## src/rtl/int_sequencer.sv

```systemverilog
// int_sequencer: multi-cycle controller for interrupt entry and RTI return.
// While busy it owns the data-memory port and the front pipeline stall/flush
// lines. Entry drains the pipe, pushes PC high/low and flags, then fetches the
// new PC from the vector table. RTI pops flags, PC low and PC high, then
// reloads them. All state advances on the falling clock edge to line up with
// the pipeline buffers.
module int_sequencer #(
    parameter int                    PC_WIDTH     = 32,
    parameter int                    DATA_WIDTH   = 16,
    parameter int                    FLAGS_WIDTH  = 3,
    parameter int                    DRAIN_CYCLES = 3,
    parameter logic [DATA_WIDTH-1:0] VEC_BASE     = '0
) (
    input  logic                   clk,
    input  logic                   reset,
    input  logic                   int_req,
    input  logic                   rti_req,
    input  logic                   mem_busy,
    input  logic [PC_WIDTH-1:0]    pc_cur,
    input  logic [FLAGS_WIDTH-1:0] flags_cur,
    input  logic [DATA_WIDTH-1:0]  mem_rdata,
    output logic                   stall_front,
    output logic                   flush_front,
    output logic                   mem_en,
    output logic                   mem_we,
    output logic [DATA_WIDTH-1:0]  mem_addr,
    output logic                   addr_sp,
    output logic [DATA_WIDTH-1:0]  mem_wdata,
    output logic [1:0]             sp_op,
    output logic                   pc_load,
    output logic [PC_WIDTH-1:0]    pc_load_val,
    output logic                   flags_load,
    output logic [FLAGS_WIDTH-1:0] flags_load_val,
    output logic                   int_ack,
    output logic                   busy
);

    localparam int CNT_W = (DRAIN_CYCLES < 1) ? 1 : $clog2(DRAIN_CYCLES + 1);
    localparam logic [CNT_W-1:0]      DRAIN_LOAD  = CNT_W'(DRAIN_CYCLES);
    localparam logic [DATA_WIDTH-1:0] VEC_LO_ADDR = VEC_BASE + DATA_WIDTH'(1);

    localparam logic [1:0] SP_NONE = 2'b00;
    localparam logic [1:0] SP_PUSH = 2'b01;
    localparam logic [1:0] SP_POP  = 2'b10;

    typedef enum logic [3:0] {
        S_IDLE,
        S_DRAIN,
        S_PUSH_HI,
        S_PUSH_LO,
        S_PUSH_FL,
        S_VEC_HI,
        S_VEC_LO,
        S_POP_FL,
        S_POP_LO,
        S_POP_HI,
        S_DONE
    } state_t;

    state_t                 state;
    logic                   rti_mode;
    logic                   pending;
    logic [CNT_W-1:0]       drain_cnt;
    logic [CNT_W-1:0]       cnt_dec;
    logic [PC_WIDTH-1:0]    hold_pc;
    logic [FLAGS_WIDTH-1:0] hold_flags;
    logic [DATA_WIDTH-1:0]  hi_hold;
    logic [DATA_WIDTH-1:0]  lo_hold;
    logic [FLAGS_WIDTH-1:0] pop_flags;

    // Saturating decrement of the drain counter; DRAIN exits on the cycle the
    // decremented value reaches zero so it lasts exactly DRAIN_CYCLES cycles.
    always_comb begin
        cnt_dec = drain_cnt;
        if (drain_cnt != '0) begin
            cnt_dec = drain_cnt - CNT_W'(1);
        end
    end

    // Sequencer state, pending latch and the hold registers for PC/flags data.
    always_ff @(negedge clk or negedge reset) begin
        if (!reset) begin
            state      <= S_IDLE;
            rti_mode   <= 1'b0;
            pending    <= 1'b0;
            drain_cnt  <= '0;
            hold_pc    <= '0;
            hold_flags <= '0;
            hi_hold    <= '0;
            lo_hold    <= '0;
            pop_flags  <= '0;
        end else begin
            pending <= int_req | (pending & ~int_ack);
            case (state)
                S_IDLE: begin
                    if (rti_req) begin
                        rti_mode <= 1'b1;
                        state    <= S_POP_FL;
                    end else if (pending) begin
                        rti_mode   <= 1'b0;
                        hold_pc    <= pc_cur;
                        hold_flags <= flags_cur;
                        drain_cnt  <= DRAIN_LOAD;
                        state      <= S_DRAIN;
                    end
                end
                S_DRAIN: begin
                    drain_cnt <= cnt_dec;
                    if (cnt_dec == '0 && !mem_busy) begin
                        state <= S_PUSH_HI;
                    end
                end
                S_PUSH_HI: state <= S_PUSH_LO;
                S_PUSH_LO: state <= S_PUSH_FL;
                S_PUSH_FL: state <= S_VEC_HI;
                S_VEC_HI:  state <= S_VEC_LO;
                S_VEC_LO: begin
                    hi_hold <= mem_rdata;
                    state   <= S_DONE;
                end
                S_POP_FL:  state <= S_POP_LO;
                S_POP_LO: begin
                    pop_flags <= mem_rdata[FLAGS_WIDTH-1:0];
                    state     <= S_POP_HI;
                end
                S_POP_HI: begin
                    lo_hold <= mem_rdata;
                    state   <= S_DONE;
                end
                S_DONE:    state <= S_IDLE;
                default:   state <= S_IDLE;
            endcase
        end
    end

    // Output decode from the registered state; DONE forwards the word that
    // arrives on mem_rdata this cycle as the last half of the new PC.
    always_comb begin
        stall_front    = 1'b0;
        flush_front    = 1'b0;
        busy           = 1'b0;
        mem_en         = 1'b0;
        mem_we         = 1'b0;
        mem_addr       = '0;
        addr_sp        = 1'b0;
        mem_wdata      = '0;
        sp_op          = SP_NONE;
        pc_load        = 1'b0;
        pc_load_val    = '0;
        flags_load     = 1'b0;
        flags_load_val = '0;
        int_ack        = 1'b0;

        if (state != S_IDLE) begin
            stall_front = 1'b1;
            flush_front = 1'b1;
            busy        = 1'b1;
        end

        case (state)
            S_PUSH_HI, S_PUSH_LO, S_PUSH_FL: begin
                mem_en  = 1'b1;
                mem_we  = 1'b1;
                addr_sp = 1'b1;
                sp_op   = SP_PUSH;
                if (state == S_PUSH_HI) begin
                    mem_wdata = hold_pc[PC_WIDTH-1:DATA_WIDTH];
                end else if (state == S_PUSH_LO) begin
                    mem_wdata = hold_pc[DATA_WIDTH-1:0];
                end else begin
                    mem_wdata = DATA_WIDTH'(hold_flags);
                end
            end
            S_VEC_HI: begin
                mem_en   = 1'b1;
                mem_addr = VEC_BASE;
            end
            S_VEC_LO: begin
                mem_en   = 1'b1;
                mem_addr = VEC_LO_ADDR;
            end
            S_POP_FL, S_POP_LO, S_POP_HI: begin
                mem_en  = 1'b1;
                addr_sp = 1'b1;
                sp_op   = SP_POP;
            end
            S_DONE: begin
                pc_load = 1'b1;
                if (rti_mode) begin
                    pc_load_val    = {mem_rdata, lo_hold};
                    flags_load     = 1'b1;
                    flags_load_val = pop_flags;
                end else begin
                    pc_load_val = {hi_hold, mem_rdata};
                    int_ack     = 1'b1;
                end
            end
            default: begin
            end
        endcase
    end

endmodule

```

## config.mk

```make
export PLATFORM = sky130hd
export DESIGN_NAME = int_sequencer
export DESIGN_NICKNAME = d
export VERILOG_FILES = /design/src/rtl/int_sequencer.sv
export SDC_FILE = /design/constraint.sdc
export NUM_CORES = 1
export LEC_CHECK = 0
export CAP_MARGIN = 20
export CORE_UTILIZATION = 49
export DETAILED_ROUTE_END_ITERATION = 10
export GPL_TIMING_DRIVEN = 0
export PLACE_DENSITY_LB_ADDON = 0.1
export SYNTH_ARGS = -nofsm -noshare
export SYNTH_HDL_FRONTEND = slang
export SYNTH_SLANG_ARGS = --single-unit
```

## constraint.sdc

```tcl
create_clock -name clk -period 4.5 [get_ports clk]
set_clock_uncertainty 0.05 [all_clocks]
set_input_delay 0.9 -clock clk [delete_from_list [all_inputs] [get_ports clk]]
set_output_delay 0.9 -clock clk [all_outputs]
set_load 0.01 [all_outputs]
```

==> qor.csv <==
stage;metric;value;unit
cells_and_area;final core utilization;78.9;%
setup_path;critical path arrival;4.19;ns
routing;post-route ant nets;0;
power;Int Power;2.50;mW
place;Post-Place Worst Slack;-0.785;ns
cells_and_area;post-route design area;6100;um2
floorplan;Die ar.;8380;um2
global_routing;GRT Util Overall;26.1;%
setup_path;Crit path required time;3.55;ns
power;sw frac;33.1;%
clocking;insertion delay of the later-clocked pin in the worst-skew pair;0.33;ns
synthesis;Post-synth EDFFs;0;
routing;# DRC;0;
floorplan;Initial Utilization;50.9;%
clocking;CTS root buf;clkbuf_8;
power;NetSw;1.24;mW
synthesis;yosys warns;0;
global_routing;global-route wire length before repair;17000;um
place;number of port buffers;118;
power;worst vdd ir;0.429;mV
sta;final setup vio count;63;
clocking;cts bufs inserted;9;
run_status;outcome;finished, violations left;
floorplan;DIE HEIGHT;91.6;um
routing;Starting DRT DRC Count;92;
routing;DR vias;3173;
synthesis;share of synthesized registers carrying an async set or reset;100;%
cells_and_area;Final Non-Filler Cells;602;
place;hpwl dp;6210;um
floorplan;die width;91.6;um
power;Clock power frac;14.1;%
setup_path;Max FO, Critical Path;5;
global_routing;number of global-route vias before repair;3381;
cells_and_area;number of fill cells;465;
synthesis;post-synthesis cell count;293;
setup_path;startpoint types;flop;
cells_and_area;Final #Nets;551;
clocking;clk buf depth;2;
synthesis;Seq/Total Area, Yosys;49.7;%
synthesis;syn_area_per_cell;13.4;um2
synthesis;Synth Cell Area;3930;um2
synthesis;Synth cell types;41;
cells_and_area;commonest cells after routing, fill and taps aside;78 x dfrtn_1, 54 x clkdlybuf4s50_1, 54 x buf_2;
routing;final WL;10500;um
synthesis;synthesized flop and latch total;78;
synthesis;commonest register cell after synthesis;dfrtn_1;
floorplan;std cell rows;32;
setup_path;R2R setup slack;2.03;ns
min_path;type of the worst min-delay path;flop to flop;
place;placed insts;528;
sta;Slew Limit Fails;0;
power;Tot Pwr;3.74;mW
place;DP Area;5400;um2
sta;relative slew slack;50.5;%
routing;1st-pass router iterations;6;
power;Power Density;613;nW/um2
sta;RSZ-0062 raised after global routing;true;
routing;routed length per instance;17.5;um
cells_and_area;layout cells sized above 1;53.8;%
power;Leak;3.01;nW
sta;Setup WS post-layout;-0.637;ns
sta;Final Hold Fails;0;
clocking;CTS tree;yes;
run_status;failing checks;negative setup slack;
clocking;CTS sink cnt;78;
clocking;H-tree depth;3;
flow_run;max-cap viol count;0;
cells_and_area;Antenna Cells;0;
global_routing;pin count of the biggest net entering global routing;59;
cells_and_area;commonest non-fill, non-tap cell in the layout;dfrtn_1;
power;Gate power share;51.0;%
global_routing;total grt overflow;0;
clocking;Reg clk slew, reported paths;0.06;ns
place;GP Congestion;0.724;
setup_path;element type at the critical path end;primary output;
setup_path;critical path class;flop to primary output;
routing;DR vias/cell;5.27;
global_routing;initial antenna violation count;0;
sta;worst-margin pin slew;0.740;ns
floorplan;num ports;134;
power;sequential power share;34.9;%
sta;setup tns final;-34.03;ns
cells_and_area;Area Overhead vs Synth;55.2;%
sta;worst hold slack;0.392;ns
floorplan;core footprint;7730;um2
## final cells by class
type	count	area (um2)	share of cell area (%)
inverter	5	18.8	0.308
clock inverter	7	73.8	1.21
buffer	35	373	6.11
tap	102	128	2.09
clock buffer	9	124	2.03
multi-input combinational	187	1880	30.8
timing repair buffer	179	1550	25.5
sequential	78	1950	32.0
## state kept, by name, indices dropped and copies added (netlist names)
| register | count |
|---|---|
| hold_pc | 32 |
| hi_hold | 16 |
| lo_hold | 16 |
| state | 4 |
| hold_flags | 3 |
| pop_flags | 3 |
| drain_cnt | 2 |
| pending | 1 |
| rti_mode | 1 |
## critical path, stage by stage, from the launching register on
cell and delay, ns:
dfrtn_1 0.47, buf_8 0.19, nor3_4 0.27, clkbuf_8 0.20, buf_6 0.11, buf_6 0.09
a22o_1 0.14, buf_2 0.14
## Yosys cell counts (2+ instances only)
master,instances,area share [%]
nor2_1,4,0.38
a22o_1,46,10
buf_2,7,0.89
buf_6,6,1.7
nor2b_1,2,0.32
nor3_1,3,0.38
dfrtn_1,78,50
o21ai_0,3,0.38
mux2i_1,3,0.76
nor3b_1,3,0.57
and3_1,3,0.48
nand2b_1,2,0.32
a211oi_1,3,0.57
nand2_1,5,0.48
mux2_1,3,0.86
inv_1,5,0.48
clkbuf_1,6,0.57
a21oi_1,2,0.25
mux2_2,40,11
mux2_4,28,11
nand3b_1,2,0.38
o21bai_1,3,0.57
buf_4,18,3.4
## power groups by stage
| stage | registers, mW | logic, mW | clock network, mW |
|---|---|---|---|
| floorplan | 1.24 | 1.02 | 0 |
| global placement | 1.28 | 1.45 | 0 |
| detailed placement | 1.30 | 1.49 | 0 |
| CTS | 1.28 | 1.80 | 0.534 |
| global route | 1.35 | 2.03 | 0.560 |
| finish | 1.30 | 1.91 | 0.528 |
## cell families (layout without fill, tap and decap cells)
group	after synthesis	in the layout	share of synthesized area [%]
flops	78	78	49.7
mux	74	74	23.8
compound gates	59	59	12.4
buf+inv	42	235	7.10
simple gates	36	36	6.21
xor+xnor	2	2	0.446
fa+ha+maj	1	1	0.255
other cells	1	15	0.0954
## path summary, 6_finish.rpt
path                            cells past startpoint                      end               startpoint
min in group asynchronous                           1  hi_hold[13]$_DFFE_NN0P_                    reset
worst min register to register                      1  hi_hold[10]$_DFFE_NN0P_  hi_hold[10]$_DFFE_NN0P_
worst max-delay path                                7             mem_wdata[5]     state[3]$_DFFE_NN0P_
max in group asynchronous                           2  hold_pc[19]$_DFFE_NN0P_                    reset
worst max register to register                      6   lo_hold[1]$_DFFE_NN0P_     state[3]$_DFFE_NN0P_
worst min-delay path                                1  hi_hold[10]$_DFFE_NN0P_  hi_hold[10]$_DFFE_NN0P_
## metal layers
metal	share of wire (%)	vias up	track usage, %
met4	1.8	0	8.20
met3	5.1	19	5.03
met5	0	-	0
met1	41	1593	31.2
met2	52	105	47.1
li1	-	1456	-
## timing repair
item | 4_1_cts | 5_1_grt
setup buffers | 49 | 14
pin swaps | 23 | 14
hold buffers | 0 | 0
endpoints found under the setup margin | 63 | 63
cloned | 3 | 0
resized for setup | 326 | 11
Note: power is estimated with default switching activity, not from simulation.
